`src/rtl/jump_charge_ctl_pkg.sv`:
```
// jump_charge_ctl_pkg: state/direction encodings shared by the jump sequencer
package jump_charge_ctl_pkg;
   typedef enum logic [2:0] {IDLE, CHARGE, LAUNCH, LIFT, AIR, LAND} jump_state_t;
   typedef enum logic [1:0] {DIR_UP = 2'b00, DIR_LEFT = 2'b01, DIR_RIGHT = 2'b10} jump_dir_t;
   function automatic jump_dir_t pick_dir(input logic l, input logic r);
      return (l && !r) ? DIR_LEFT : (r && !l) ? DIR_RIGHT : DIR_UP;
   endfunction
endpackage

```
`src/rtl/jump_charge_ctl_step_timer.sv`:
```
// jump_charge_ctl_step_timer: free-running step divider, restarted by clear_i
module jump_charge_ctl_step_timer #(
   parameter int CYCLES_PER_STEP = 400_000
) (
   input  logic clk,
   input  logic rst,
   input  logic clear_i,
   output logic step_tick_o
);
   localparam int CNT_W = CYCLES_PER_STEP > 1 ? $clog2(CYCLES_PER_STEP) : 1;
   localparam logic [CNT_W-1:0] LAST = CNT_W'(CYCLES_PER_STEP - 1);
   logic [CNT_W-1:0] cnt_q, cnt_d;
   always_comb cnt_d = (clear_i || cnt_q == LAST) ? '0 : cnt_q + CNT_W'(1);
   always_ff @(posedge clk) begin
      if (rst) cnt_q <= '0;
      else cnt_q <= cnt_d;
   end
   assign step_tick_o = cnt_q == LAST;
endmodule

```
`src/rtl/jump_charge_ctl.sv`:
```
// jump_charge_ctl: space-held charge, launch pulse and flight/landing sequencing
module jump_charge_ctl
   import jump_charge_ctl_pkg::*;
#(
   parameter int CYCLES_PER_STEP = 400_000,
   parameter int POWER_W         = 8,
   parameter int POWER_MIN       = 10,
   parameter int POWER_MAX       = 100,
   parameter int LAND_STEPS      = 25,
   parameter int LIFT_STEPS      = 2
) (
   input  logic               clk,
   input  logic               rst,
   input  logic               key_space,
   input  logic               key_left,
   input  logic               key_right,
   input  logic               on_ground,
   output logic               jump_req,
   output logic [POWER_W-1:0] jump_power,
   output logic [1:0]         jump_dir,
   output logic               walk_left,
   output logic               walk_right,
   output logic               charging,
   output logic [POWER_W-1:0] charge_lvl
);
   localparam logic [POWER_W-1:0] PMAX = POWER_W'(POWER_MAX);
   localparam logic [POWER_W-1:0] PMIN = POWER_W'(POWER_MIN);
   localparam int STEP_W = $clog2((LAND_STEPS > LIFT_STEPS ? LAND_STEPS : LIFT_STEPS) + 1);
   localparam logic [STEP_W-1:0] LAND_LAST = STEP_W'(LAND_STEPS - 1);
   localparam logic [STEP_W-1:0] LIFT_LAST = STEP_W'(LIFT_STEPS - 1);

   if (POWER_MAX >= 2 ** POWER_W || POWER_MIN > POWER_MAX) begin : g_bad_cfg
      $error("jump_charge_ctl: POWER_MIN/POWER_MAX do not fit POWER_W");
   end

   jump_state_t       state_q, state_d;
   logic [POWER_W-1:0] lvl_q, lvl_d, power_q, power_d;
   logic [STEP_W-1:0]  steps_q, steps_d;
   logic [1:0]         dir_q, dir_d;
   logic               req_q, req_d, wl_q, wl_d, wr_q, wr_d, chg_q, chg_d;
   logic               space_prev_q, step_tick, timer_clr;

   jump_charge_ctl_step_timer #(.CYCLES_PER_STEP(CYCLES_PER_STEP)) u_step_timer (
      .clk         (clk),
      .rst         (rst),
      .clear_i     (timer_clr),
      .step_tick_o (step_tick)
   );

   always_ff @(posedge clk) begin
      if (rst) begin
         state_q      <= IDLE;
         lvl_q        <= '0;
         power_q      <= '0;
         dir_q        <= '0;
         steps_q      <= '0;
         req_q        <= 1'b0;
         wl_q         <= 1'b0;
         wr_q         <= 1'b0;
         chg_q        <= 1'b0;
         space_prev_q <= 1'b1;
      end else begin
         state_q      <= state_d;
         lvl_q        <= lvl_d;
         power_q      <= power_d;
         dir_q        <= dir_d;
         steps_q      <= steps_d;
         req_q        <= req_d;
         wl_q         <= wl_d;
         wr_q         <= wr_d;
         chg_q        <= chg_d;
         space_prev_q <= key_space;
      end
   end

   // losing ground always wins, so a slide-off never launches or finishes a landing
   always_comb begin
      state_d = state_q;
      case (state_q)
         IDLE:    state_d = !on_ground ? AIR : (key_space && !space_prev_q) ? CHARGE : IDLE;
         CHARGE:  state_d = !on_ground ? AIR : (!key_space || lvl_q == PMAX) ? LAUNCH : CHARGE;
         LAUNCH:  state_d = LIFT;
         LIFT:    state_d = !on_ground ? AIR : (step_tick && steps_q == LIFT_LAST) ? LAND : LIFT;
         AIR:     state_d = on_ground ? LAND : AIR;
         LAND:    state_d = !on_ground ? AIR : (step_tick && steps_q == LAND_LAST) ? IDLE : LAND;
         default: state_d = IDLE;
      endcase
   end

   always_comb begin
      timer_clr = state_d != state_q;
      steps_d   = timer_clr ? '0 : steps_q + STEP_W'(step_tick);
      lvl_d     = (state_d == LAUNCH) ? lvl_q :
                  (state_d != CHARGE || state_q != CHARGE) ? '0 :
                  (step_tick && lvl_q != PMAX) ? lvl_q + POWER_W'(1) : lvl_q;
      power_d   = (state_d == LAUNCH) ? ((lvl_q < PMIN) ? PMIN : lvl_q) : power_q;
      dir_d     = (state_d == LAUNCH) ? pick_dir(key_left, key_right) : dir_q;
      req_d     = state_d == LAUNCH;
      chg_d     = state_d == CHARGE;
      wl_d      = state_d == IDLE && key_left && !key_right;
      wr_d      = state_d == IDLE && key_right && !key_left;
   end

   assign jump_req   = req_q;
   assign jump_power = power_q;
   assign jump_dir   = dir_q;
   assign walk_left  = wl_q;
   assign walk_right = wr_q;
   assign charging   = chg_q;
   assign charge_lvl = lvl_q;
endmodule
```
`config.mk`:
```
export PLATFORM = sky130hd
export DESIGN_NAME = jump_charge_ctl
export DESIGN_NICKNAME = d
export VERILOG_FILES = /design/src/rtl/jump_charge_ctl_pkg.sv /design/src/rtl/jump_charge_ctl_step_timer.sv /design/src/rtl/jump_charge_ctl.sv
export SDC_FILE = /design/constraint.sdc
export NUM_CORES = 1
export LEC_CHECK = 0
export ABC_AREA = 1
export CORE_UTILIZATION = 45
export CTS_CLUSTER_DIAMETER = 60
export DETAILED_ROUTE_END_ITERATION = 6
export PLACE_DENSITY = 0.76
export SETUP_SLACK_MARGIN = 0.3
export SLEW_MARGIN = 25
export SYNTH_ARGS = -nofsm -noshare
export SYNTH_HDL_FRONTEND = slang
export SYNTH_HIERARCHICAL = 1
export SYNTH_SLANG_ARGS = --single-unit
```
`constraint.sdc`:
```
create_clock -name clk -period 2.8 [get_ports clk]
set_input_delay 0.56 -clock clk [delete_from_list [all_inputs] [get_ports clk]]
set_output_delay 0.56 -clock clk [all_outputs]
set_load 0.01 [all_outputs]
```
Word level (Yosys, flattened, before mapping)

Cells that the tools add are included.

Bits of input ports: 6
Output and inout bits: 22
Flip-flop bits (word level): 50
Logic and storage cells: 69

Bitwise logic cells: 1
Reduce and logical (&&, ||, !) cells: 23
Magnitude comparators: 1
Add/subtract/negate cells: 3
Muxes and demuxes: 15
Equal/unequal tests: 15

Operator list:

| cell                                                                          | number |
|---|---|
| 8-bit 2-to-1 mux                                                              | 3 |
| 19-bit by 1-bit adder with 19-bit output (second input constant)              | 1 |
| 19-bit == test (second input constant)                                        | 1 |
| 3-bit 2-to-1 mux                                                              | 6 |
| 3-bit one-hot mux with 6 select lines                                         | 1 |
| 1-bit logical AND                                                             | 10 |
| 3-bit by 2-bit == test with 1-bit output (second input constant)              | 3 |
| 8-bit by 1-bit adder with 8-bit output (second input constant)                | 1 |
| 8-bit by 7-bit == test with 1-bit output (second input constant)              | 1 |
| 8-bit by 4-bit less-than comparator with 1-bit output (second input constant) | 1 |
| 8-bit by 7-bit inequality test with 1-bit output (second input constant)      | 1 |
| 3-bit by 1-bit == test with 1-bit output (second input constant)              | 2 |
| 3-bit == test (second input constant)                                         | 2 |
| 3-bit zero test                                                               | 2 |
| 2-bit 2-to-1 mux                                                              | 3 |
| 3-bit by 1-bit inequality test with 1-bit output (second input constant)      | 2 |
| 5-bit by 1-bit adder with 5-bit output                                        | 1 |
| 5-bit by 1-bit == test with 1-bit output (second input constant)              | 1 |
| 5-bit == test (second input constant)                                         | 1 |
| 1-bit zero test                                                               | 4 |
| 2-bit OR reduction                                                            | 2 |
| 1-bit logical OR                                                              | 3 |
| 3-bit inequality test                                                         | 1 |
| 1-bit 2-to-1 mux                                                              | 2 |
| other kinds (3)                                                               | 3 |

Depth between registers and ports, before layout

Gate-level depths: netlist (run 1).

Depth after elaboration: 9
Depth in mapped cells: 19

By module

The synthesis (run 1) kept the hierarchy.

By module, submodules not included:

| module                     | cells each | times used | area an instance (sq um) |
|---|---|---|---|
| jump_charge_ctl            | 213        | 1          | 1605.3 |
| jump_charge_ctl_step_timer | 152        | 1          | 1011.0 |

Least setup slack after synthesis (run 1)

Ideal clock, no wire load.

Path kind: register -> register
Start: register u_step_timer.cnt_q[0]
End: register u_step_timer.cnt_q[10]
Slack: 0.488 ns
Arrival time: 2.248 ns
Clock period less this slack: 2.312 ns
Library setup time: 0.064 ns
Buffers on the path: 1
Cell stages (with the launch flop): 19
Cells stage by stage: dfxtp_1 -> ha_1 -> nand3_1 -> nor2_1 -> nand3_2 -> inv_1 -> inv_1 -> nor2_1 -> nand3_1 -> nand2_1 -> nand2_1 -> nand2_1 -> nand3_1 -> nand2_1 -> nand3_1 -> nor2_1 -> nand2_4 -> buf_12 -> nor2_1

Longest elaborated chain between the ends: 8
Elaborated cells on any way between the ends: 12
Classes of those cells: 1 x add/sub; 2 x eq/ne; 5 x mux; 4 x reduce/logical

RTL lines:

| what                                             | RTL line                                     | RTL |
|---|---|---|
| start, declared                                  | jump_charge_ctl_step_timer.sv:12             | `logic [CNT_W-1:0] cnt_q, cnt_d;` |
| start signal, assigned                           | jump_charge_ctl_step_timer.sv:16             | `else cnt_q <= cnt_d;` |
| 19-bit == test (*)                               | jump_charge_ctl_step_timer.sv:18             | `assign step_tick_o = cnt_q == LAST;` |
| via step_tick                                    | jump_charge_ctl.sv:41                        | `logic space_prev_q, step_tick, timer_clr;` |
| 1-bit logical AND (on tied branches)             | jump_charge_ctl.sv:85, jump_charge_ctl.sv:83 |  |
| 3-bit 2-to-1 mux (on tied branches) (2 in a row) | jump_charge_ctl.sv:85, jump_charge_ctl.sv:83 |  |
| 3-bit one-hot mux with 6 select lines (*)        | jump_charge_ctl.sv:79                        | `case (state_q)` |
| 3-bit inequality test (*)                        | jump_charge_ctl.sv:91                        | `timer_clr = state_d != state_q;` |
| via timer_clr                                    | jump_charge_ctl.sv:41                        |  |
| 1-bit logical OR (*)                             | jump_charge_ctl_step_timer.sv:13             | `always_comb cnt_d = (clear_i \|\| cnt_q == LAST) ? '0 : cnt_q + CNT_W'(1);` |
| 2-bit OR reduction (no source line) (*)          | --                                           |  |

Mark *: on every way through the listed nets, which the timed path passes. The rest lies on a longest branch.
A chain may end at the register's enable or synchronous reset.

Final worst setup path (run 1)

Start: register u_step_timer.cnt_q[0]
End: register u_step_timer.cnt_q[0]

Same word-level chain as after synthesis.

==> results summary, run 1 <==
The total via count in the routed design is 2415. The share of async-settable or async-resettable flops after synthesis is 0%. The static leakage came out at 1.19 nW. Sorting the synthesized cells by how often they occur yields sky130_fd_sc_hd__nand2_1, sky130_fd_sc_hd__nor2_1, sky130_fd_sc_hd__dfxtp_1. Counting flops with a built-in enable in the synthesized netlist gives 0.

The total wire length is 5750 µm. The count of buffers inserted at the top-level ports is 27. The maximum fanout along the worst path came out at 4.

For this design the total switching power over the nets is 0.365 mW. The power per unit of standard cell area is 456 mW/mm². The area taken by flip-flops and latches is 0.00101 mm².

The cell sitting at the root of the clock tree is a sky130_fd_sc_hd__clkbuf_8. The via count of the first global-routing pass came out at 2172. The total of warnings raised by yosys came out at 6. The remaining antenna violation count after routing is 0. The share of the clock period used by the worst path came out at 83.4%.

The count of fill cells added during filler insertion came out at 517. The die area is 0.00612 mm². The synthesized design spends more area on one cell type than any other, namely sky130_fd_sc_hd__dfxtp_1. The insertion delay of the later-clocked pin in the worst-skew pair came out at 0.30 ns. The achievable frequency is 428 MHz. The number of nets in the final layout is 413.

The clock slew seen by the registers of the worst setup and hold paths is 0.08 ns. The weighted congestion reported at the end of routability-driven placement is 0.898. Together, buffers and inverters on the worst path number 2. The setup total negative slack is 0 ns. The clock network fraction of design power is 34.8%.

The critical path goes through ha_4 -> nand3_2 -> nor2_2 -> nand3_2 -> inv_2 -> inv_1 -> nor2_2 -> nand3_1 -> nand2_1 -> nand2_1 -> nand2_2 -> nand3_1 -> nand2_2 -> nand3_2 -> nor2_4 -> nand2_2 -> nor2_2. The final critical-path required period came out at 2.34 ns. The worst setup path is launched from a flip-flop. For this block, the initial DRC count from the detailed router was 179. The most used flip-flop cell after synthesis is sky130_fd_sc_hd__dfxtp_1.

The sink count of the clock tree is 50. The iteration count of the initial detailed-routing pass came out at 4. The remaining global-route overflow is 0. The number of setup violations in the final report came out at 0.

The data arrival time of the critical path is 2.57 ns. The sequential cell area fraction in the yosys report came out at 38.3%. The path class of the lowest-slack min-delay path is reg -> reg. The area added between synthesis and finish is 20.5%. The flow ran to the end, and the final reports show no timing, DRC or antenna violations.

The required arrival time at the worst endpoint came out at 3.03 ns. Setup repair after global routing left no endpoint under its margin. The starting density of the core came out at 47.2%. The number of clock buffers inserted by TritonCTS came out at 5. By startpoint and endpoint, the worst setup path is classified as reg -> reg. The total of flip-flops plus latches after synthesis is 50. The average detailed-routed wire length per instance is 12.1 µm. The clock tree from TritonCTS is built. The maximum clock path buffer count came out at 2. STA classifies the critical path endpoint as a flip-flop. The total global routing track utilization is 19.1%. The average instance area after synthesis came out at 7.17 µm².

The sequential power share came out at 51.8%. Of the total power, the share spent switching nets is 25.4%. The most repeated cell in the gate-level netlist after synthesis is sky130_fd_sc_hd__nand2_1. The die width came out at 78.3 µm. The normalized max-slew margin came out at 61.8%.

The largest stage delay on the critical path is 0.38 ns. The count of mapped cells out of synthesis is 365. The slowest stage of the critical path belongs to the cell sky130_fd_sc_hd__dfxtp_4. The core region area is 0.00554 mm². The portion of total power attributed to combinational logic came out at 13.4%. The non-filler instance count after layout came out at 475. The via density per instance is 5.08. By area the synthesized netlist is led by sky130_fd_sc_hd__dfxtp_1, sky130_fd_sc_hd__nand2_1, sky130_fd_sc_hd__nor2_1. The number of remaining DRC errors came out at 0. The cell total after placement is 460. On the final layout, the worst clock skew is 0.00668 ns. The detailed placer's ending HPWL is 3940 µm. The max-slew violation total from the final report came out at 0. On the critical path the largest part of the delay comes from simple AND/OR/NAND/NOR gates. The H-tree depth is 2. The area used by multi-input combinational logic came out at 0.00145 mm². The summed instance area of the synthesized netlist is 0.00262 mm². The wire length of the first global-routing pass came out at 9390 µm. The initial antenna violation count is 0. The synthesized netlist contains 38 unique library cells. The max-cap check violation count is 0. The count of pins on the block boundary came out at 28. The y dimension of the die came out at 78.3 µm. The top cell type's share of synthesized area is 38.3%.

The tightest hold margin came out at 0.453 ns. The share of the core filled with cells came out at 56.9%. The number of nets produced by synthesis is 376. The hold violation total from the final report is 0. The number of antenna cells inserted is 0.

At the pin with the least slew margin, the transition time is 0.572 ns. The internal power came out at 1.07 mW. The highest ir drop seen on vdd is 0.232 mV. The initialized floorplan defines 27 standard-cell rows.

The ratio of cells with drive above 1 in the final layout came out at 17.6%. The maximum number of pins on one net before global-route repair came out at 19.
-- metrics by stage --
| step | instance area, µm² | worst slack, ns | total power, mW |
|---|---|---|---|
| final | 3150 | 0.465 | 1.44 |
| after global routing | 3150 | 0.269 | 1.50 |
| after CTS | 3070 | 0.365 | 1.41 |
| after detailed placement | 2930 | 0.232 | 0.911 |
| after global placement | 2930 | 0.351 | 0.908 |
| after floorplan | 2620 | 0.488 | 0.873 |
-- placed cells by master (no fill, tap or decap), drive strengths merged, types with 4 or more instances in the layout --
| cell | netlist | final |
|---|---|---|
| nand4 | 6 | 6 |
| clkdlybuf4s50 | 0 | 27 |
| buf | 4 | 5 |
| nor2 | 70 | 70 |
| nand3 | 27 | 27 |
| nand2 | 80 | 83 |
| o21ai | 20 | 20 |
| dfxtp | 50 | 50 |
| a31oi | 6 | 6 |
| ha | 5 | 5 |
| inv | 47 | 47 |
| a21oi | 26 | 26 |
| xnor2 | 4 | 4 |
| xor2 | 6 | 6 |
| clkbuf | 1 | 7 |
| or2 | 6 | 6 |
-- per-layer routing --
layer  routed length, µm  global-route usage [%]
met1                2670                    24.8
met5                   0                       0
met4                 115                    7.96
met2                2700                    30.7
met3                 269                    3.84
-- cell type report --
type	instances	area share, %
inverters	47	5.92
repair buffers	32	9.77
clock inverters	1	0.953
flip-flops and latches	50	32.2
well taps	72	2.86
clock buffers	7	2.42
multi-input cells	266	45.9
-- power groups by stage --
stage               Clock (mW)  Combinational [mW]  Sequential, mW
global route             0.539               0.212           0.747
detailed placement           0               0.153           0.758
CTS                      0.510               0.163           0.742
finish                   0.499               0.193           0.744
global placement             0               0.150           0.758
floorplan                    0               0.114           0.759
-- registers in the layout, indices dropped and copies added (netlist names) --
name                cells
state_q                 3
charge_lvl              8
space_prev_q            1
steps_q                 5
jump_power              8
jump_dir                2
charging                1
walk_right              1
jump_req                1
walk_left               1
u_step_timer/cnt_q     19
-- worst register-to-register path: cells and delay by family (launching register included) --
kind	cells	cell delay [ns]
fa+ha+maj	1	0.15
buf+inv	2	0.15
flops	1	0.38
simple gates	14	1.59
-- cells by family (layout without fill, tap and decap cells) --
family	after synthesis	count (layout)	share of synthesized area [%]
buffers and inverters	52	87	9.09
AO/OA/AOI/OAI	55	55	11.8
adder cells (fa/ha/maj)	5	5	2.39
XOR/XNOR	10	10	3.35
AND/OR/NAND/NOR	193	196	35.1
flip-flops	50	50	38.3
-- what timing repair did --
| action | CTS | global route |
|---|---|---|
| pin swaps | 2 | 7 |
| resized for setup | 5 | 18 |
| buffers inserted | 1 | 3 |
| setup endpoints to repair | 19 | 19 |
| hold buffers | 0 | 0 |
| gates cloned | 1 | 2 |
-- final timing paths --
kind / start / end / slack (ns) / cells after the start
hold reg to reg: u_step_timer/cnt_q[0]$_SDFF_PP0_ / u_step_timer/cnt_q[0]$_SDFF_PP0_ / 0.45 / 1
setup reg to reg: u_step_timer/cnt_q[0]$_SDFF_PP0_ / u_step_timer/cnt_q[0]$_SDFF_PP0_ / 0.46 / 17
setup / recovery: u_step_timer/cnt_q[0]$_SDFF_PP0_ / u_step_timer/cnt_q[0]$_SDFF_PP0_ / 0.46 / 17
hold / removal: u_step_timer/cnt_q[0]$_SDFF_PP0_ / u_step_timer/cnt_q[0]$_SDFF_PP0_ / 0.45 / 1
(Power assumes the default switching activity.)
==> inputs of run 2 (changes only) <==
==> constraint.sdc (replaced) <==
create_clock -name clk -period 2.22 [get_ports clk]
set_input_delay 0.444 -clock clk [delete_from_list [all_inputs] [get_ports clk]]
set_output_delay 0.444 -clock clk [all_outputs]
set_load 0.01 [all_outputs]
==> results summary, run 2 (same netlist as run 1, synthesis figures left out) <==
The max-cap check violation count is 0 (unchanged). The area added between synthesis and finish came out at 37.8%. The family of cells with the greatest summed delay on the critical path is simple AND/OR/NAND/NOR gates.

The normalized max-slew margin is 56.7% (-5.2 points). The total via count in the routed design is 2689 (+11%). The total net switching power is 0.548 mW (+50%). Leaving out fill and tap cells, the most frequent cell in the layout is sky130_fd_sc_hd__nand2_1. By instance count, the cell type seen most on the critical path is sky130_fd_sc_hd__nand2_2. The cell total after placement is 475 (+3.3%). The clock network fraction of design power came out at 37.1% (+2.3 points). The total global routing track utilization came out at 22.3% (+3.2 points). The portion of total power attributed to combinational logic came to 17.9% (+4.5 points).

TritonCTS built the clock tree. The count of fill cells added during filler insertion came out at 423 (-18%). The remaining antenna violation count after routing is 0 (unchanged). The tightest hold margin came out at 0.489 ns (+0.0365 ns). The number of antenna cells inserted is 0 (unchanged). The required arrival time at the worst endpoint was 2.46 ns (-0.57 ns). The wire length of the first global-routing pass was 10900 µm (+16%). The flip-flop count of the largest register, all copies and words added came out at 19 (unchanged). The maximum number of pins on one net before global-route repair is 19 (unchanged). The ratio of cells with drive above 1 in the final layout came out at 30.2% (+13 points). The H-tree depth is 2 (unchanged). The weighted congestion reported at the end of routability-driven placement came out at 0.869 (-3.2%). The signal on the critical path passes through inv_1 -> nor3_1 -> nand3_2 -> inv_2 -> inv_2 -> nor2_2 -> nand3_1 -> nand2_2 -> nand3_2 -> nand2_2 -> nand2_2 -> nand2_4 -> nand3_4 -> nor2_4 -> nand2_4 -> a21oi_2.

The DRC marker count from the first detailed-route iteration is 191 (+6.7%). The routed length on met3 came out at 450 µm (+67%). The hold violation total from the final report came to 0 (unchanged).

The clock slew seen by the registers of the worst setup and hold paths came out at 0.10 ns (+0.02 ns). The capturing element type of the critical path is a flip-flop. The static leakage came out at 1.38 nW (+17%).

The number of clock buffers inserted by TritonCTS came out at 5 (unchanged). The switching share of power is 26.3% (+0.91 points). The insertion delay of the later-clocked pin in the worst-skew pair came to 0.31 ns (about the same). The type of origin of the critical path is a flip-flop. Setup repair after global routing could not meet its margin everywhere. After detailed routing, no signal wire sits above met4.

The data arrival time of the critical path came out at 2.46 ns (-0.11 ns). The transition time at the pin with the least slew margin is 0.649 ns (+0.0774 ns). The met2 wire length is 3430 µm (+27%). The y dimension of the die is 78.3 µm (unchanged). The die width came out at 78.3 µm (unchanged).

The starting density of the core is 47.2% (unchanged). The power per unit of standard cell area came out at 577 mW/mm² (+27%). The sequential power share is 45.0% (-6.8 points).

The number of nets in the final layout is 444 (+7.5%). The highest ir drop seen on vdd is 0.418 mV (+80%). The final critical-path required period came to 2.22 ns (-0.115 ns).

The count of pins on the block boundary came out at 28 (unchanged). The via count of the first global-routing pass is 2425 (+12%). The core region area was 0.00554 mm² (unchanged). The cell sitting at the root of the clock tree is a sky130_fd_sc_hd__clkbuf_8. The largest stage delay on the critical path came out at 0.37 ns (about the same). The sum of buffers and inverters on the critical path came out at 3 (+1).

Leaving out fill and tap cells, the most frequent cells in the layout are sky130_fd_sc_hd__nand2_1, sky130_fd_sc_hd__nor2_1, sky130_fd_sc_hd__dfxtp_1, sky130_fd_sc_hd__inv_1, sky130_fd_sc_hd__buf_4. The iteration count of the initial detailed-routing pass is 5 (+1). The max-slew violation total from the final report is 0 (unchanged). The top register by number of flip-flops is u_step_timer/cnt_q.

The detailed placer's ending HPWL is 4200 µm (+6.5%). The internal power came out at 1.53 mW (+43%). The total routed wire length on the met1 layer is 2980 µm (+12%).

The via density per instance is 5.31 (+4.5%). The worst setup path is of the reg -> reg kind. The remaining global-route overflow is 0 (unchanged).

The flow ran to the end, and the final reports show no timing, DRC or antenna violations. The total of hold buffers inserted after clock tree synthesis was 0 (unchanged). The maximum fanout along the worst path came out at 5 (+1). The number of setup violations in the final report is 0 (unchanged). The count of buffers inserted at the top-level ports is 27 (unchanged).

The sink count of the clock tree was 50 (unchanged). The master of the slowest instance on the critical path is sky130_fd_sc_hd__dfxtp_1. The non-filler instance count after layout is 506 (+6.5%).

The number of remaining DRC errors came out at 0 (unchanged). The total power of the final layout is 2.08 mW (+45%). The die area is 0.00612 mm² (unchanged). The achievable frequency is 450 MHz (+5.2%). The share of the clock period used by the worst path is 100% (+17 points). The maximum clock path buffer count came out at 2 (unchanged). The floorplan row count is 27 (unchanged).

The average detailed-routed wire length per instance is 13.9 µm (+15%). The min-delay analysis places its worst path in the category reg -> reg. The post-route clock skew is 0.00912 ns (+0.00245 ns). The total wire length came out at 7030 µm (+22%). The initial antenna violation count came out at 0 (unchanged).
==> run 2: cell types whose count changed in the layout (fill, tap and decap cells not counted), moves of 3 or more <==
cell	change
sky130_fd_sc_hd__a21oi_1	-6
sky130_fd_sc_hd__a21oi_2	+5
sky130_fd_sc_hd__buf_4	+25
sky130_fd_sc_hd__buf_6	+6
sky130_fd_sc_hd__nand2_1	-7
sky130_fd_sc_hd__nand2_2	+5
sky130_fd_sc_hd__nand3_1	-4
sky130_fd_sc_hd__nand3_4	+3
sky130_fd_sc_hd__nor2_1	-8
sky130_fd_sc_hd__nor2_2	+4
sky130_fd_sc_hd__nor2_4	+4
==> run 2: final cells by class <==
type                    instances  area, µm²  share of cell area [%]
clock buffers                   5       68.8                    1.91
flip-flops and latches         50       1020                    28.2
well taps                      72       90.1                    2.50
inverters                      47        186                    5.17
repair buffers                 63        566                    15.7
clock inverters                 3       68.8                    1.91
multi-input cells             266       1610                    44.7
==> run 2: worst reg2reg max path, delay by kind of cell (launching register included) <==
| family | cells | cell delay, ns |
|---|---|---|
| compound gates | 1 | 0.13 |
| buf+inv | 3 | 0.20 |
| simple gates | 12 | 1.44 |
| flops | 1 | 0.37 |
==> run 2: timing repair <==
item,4_1_cts,5_1_grt
endpoints found under the setup margin,27,29
resized for setup,27,34
pin swaps,13,11
cloned,3,0
setup buffers,14,6
==> run 2: power groups by stage <==
stage	Combinational, mW	Clock, mW	Sequential, mW
floorplan	0.150	0	0.960
global placement	0.204	0	0.957
detailed placement	0.209	0	0.958
CTS	0.289	0.785	0.936
global route	0.392	0.826	0.939
finish	0.372	0.771	0.936
==> run 2: worst paths after layout <==
check	start	to	slack, ns	depth (start not counted)
worst max-delay path	u_step_timer/cnt_q[17]$_SDFF_PP0_	u_step_timer/cnt_q[4]$_SDFF_PP0_	0.00008	16
worst min-delay path	jump_power[2]$_SDFFE_PP0P_	jump_power[2]$_SDFFE_PP0P_	0.49	2
worst max register to register	u_step_timer/cnt_q[17]$_SDFF_PP0_	u_step_timer/cnt_q[4]$_SDFF_PP0_	0.00008	16
worst min register to register	jump_power[2]$_SDFFE_PP0P_	jump_power[2]$_SDFFE_PP0P_	0.49	2
==> run 2: layer usage <==
metal	vias up	global-route usage [%]
met5	-	0
met4	0	9.44
met3	21	3.95
met2	106	37.5
met1	1253	27.8
li1	1309	-
==> run 2: metrics by stage <==
step / setup slack (ns) / instance area (µm²) / utilization, % / TNS [ns]
2_1_floorplan: 0.150 / 2650 / - / 0
3_3_place_gp: 0.0566 / 3080 / 55.5 / 0
3_5_place_dp: -0.0385 / 3080 / 55.5 / -0.244
4_1_cts: 0.107 / 3430 / 62.0 / 0
5_1_grt: -0.114 / 3610 / 65.1 / -1.79
6_report: 0.0000773 / 3610 / 65.1 / 0
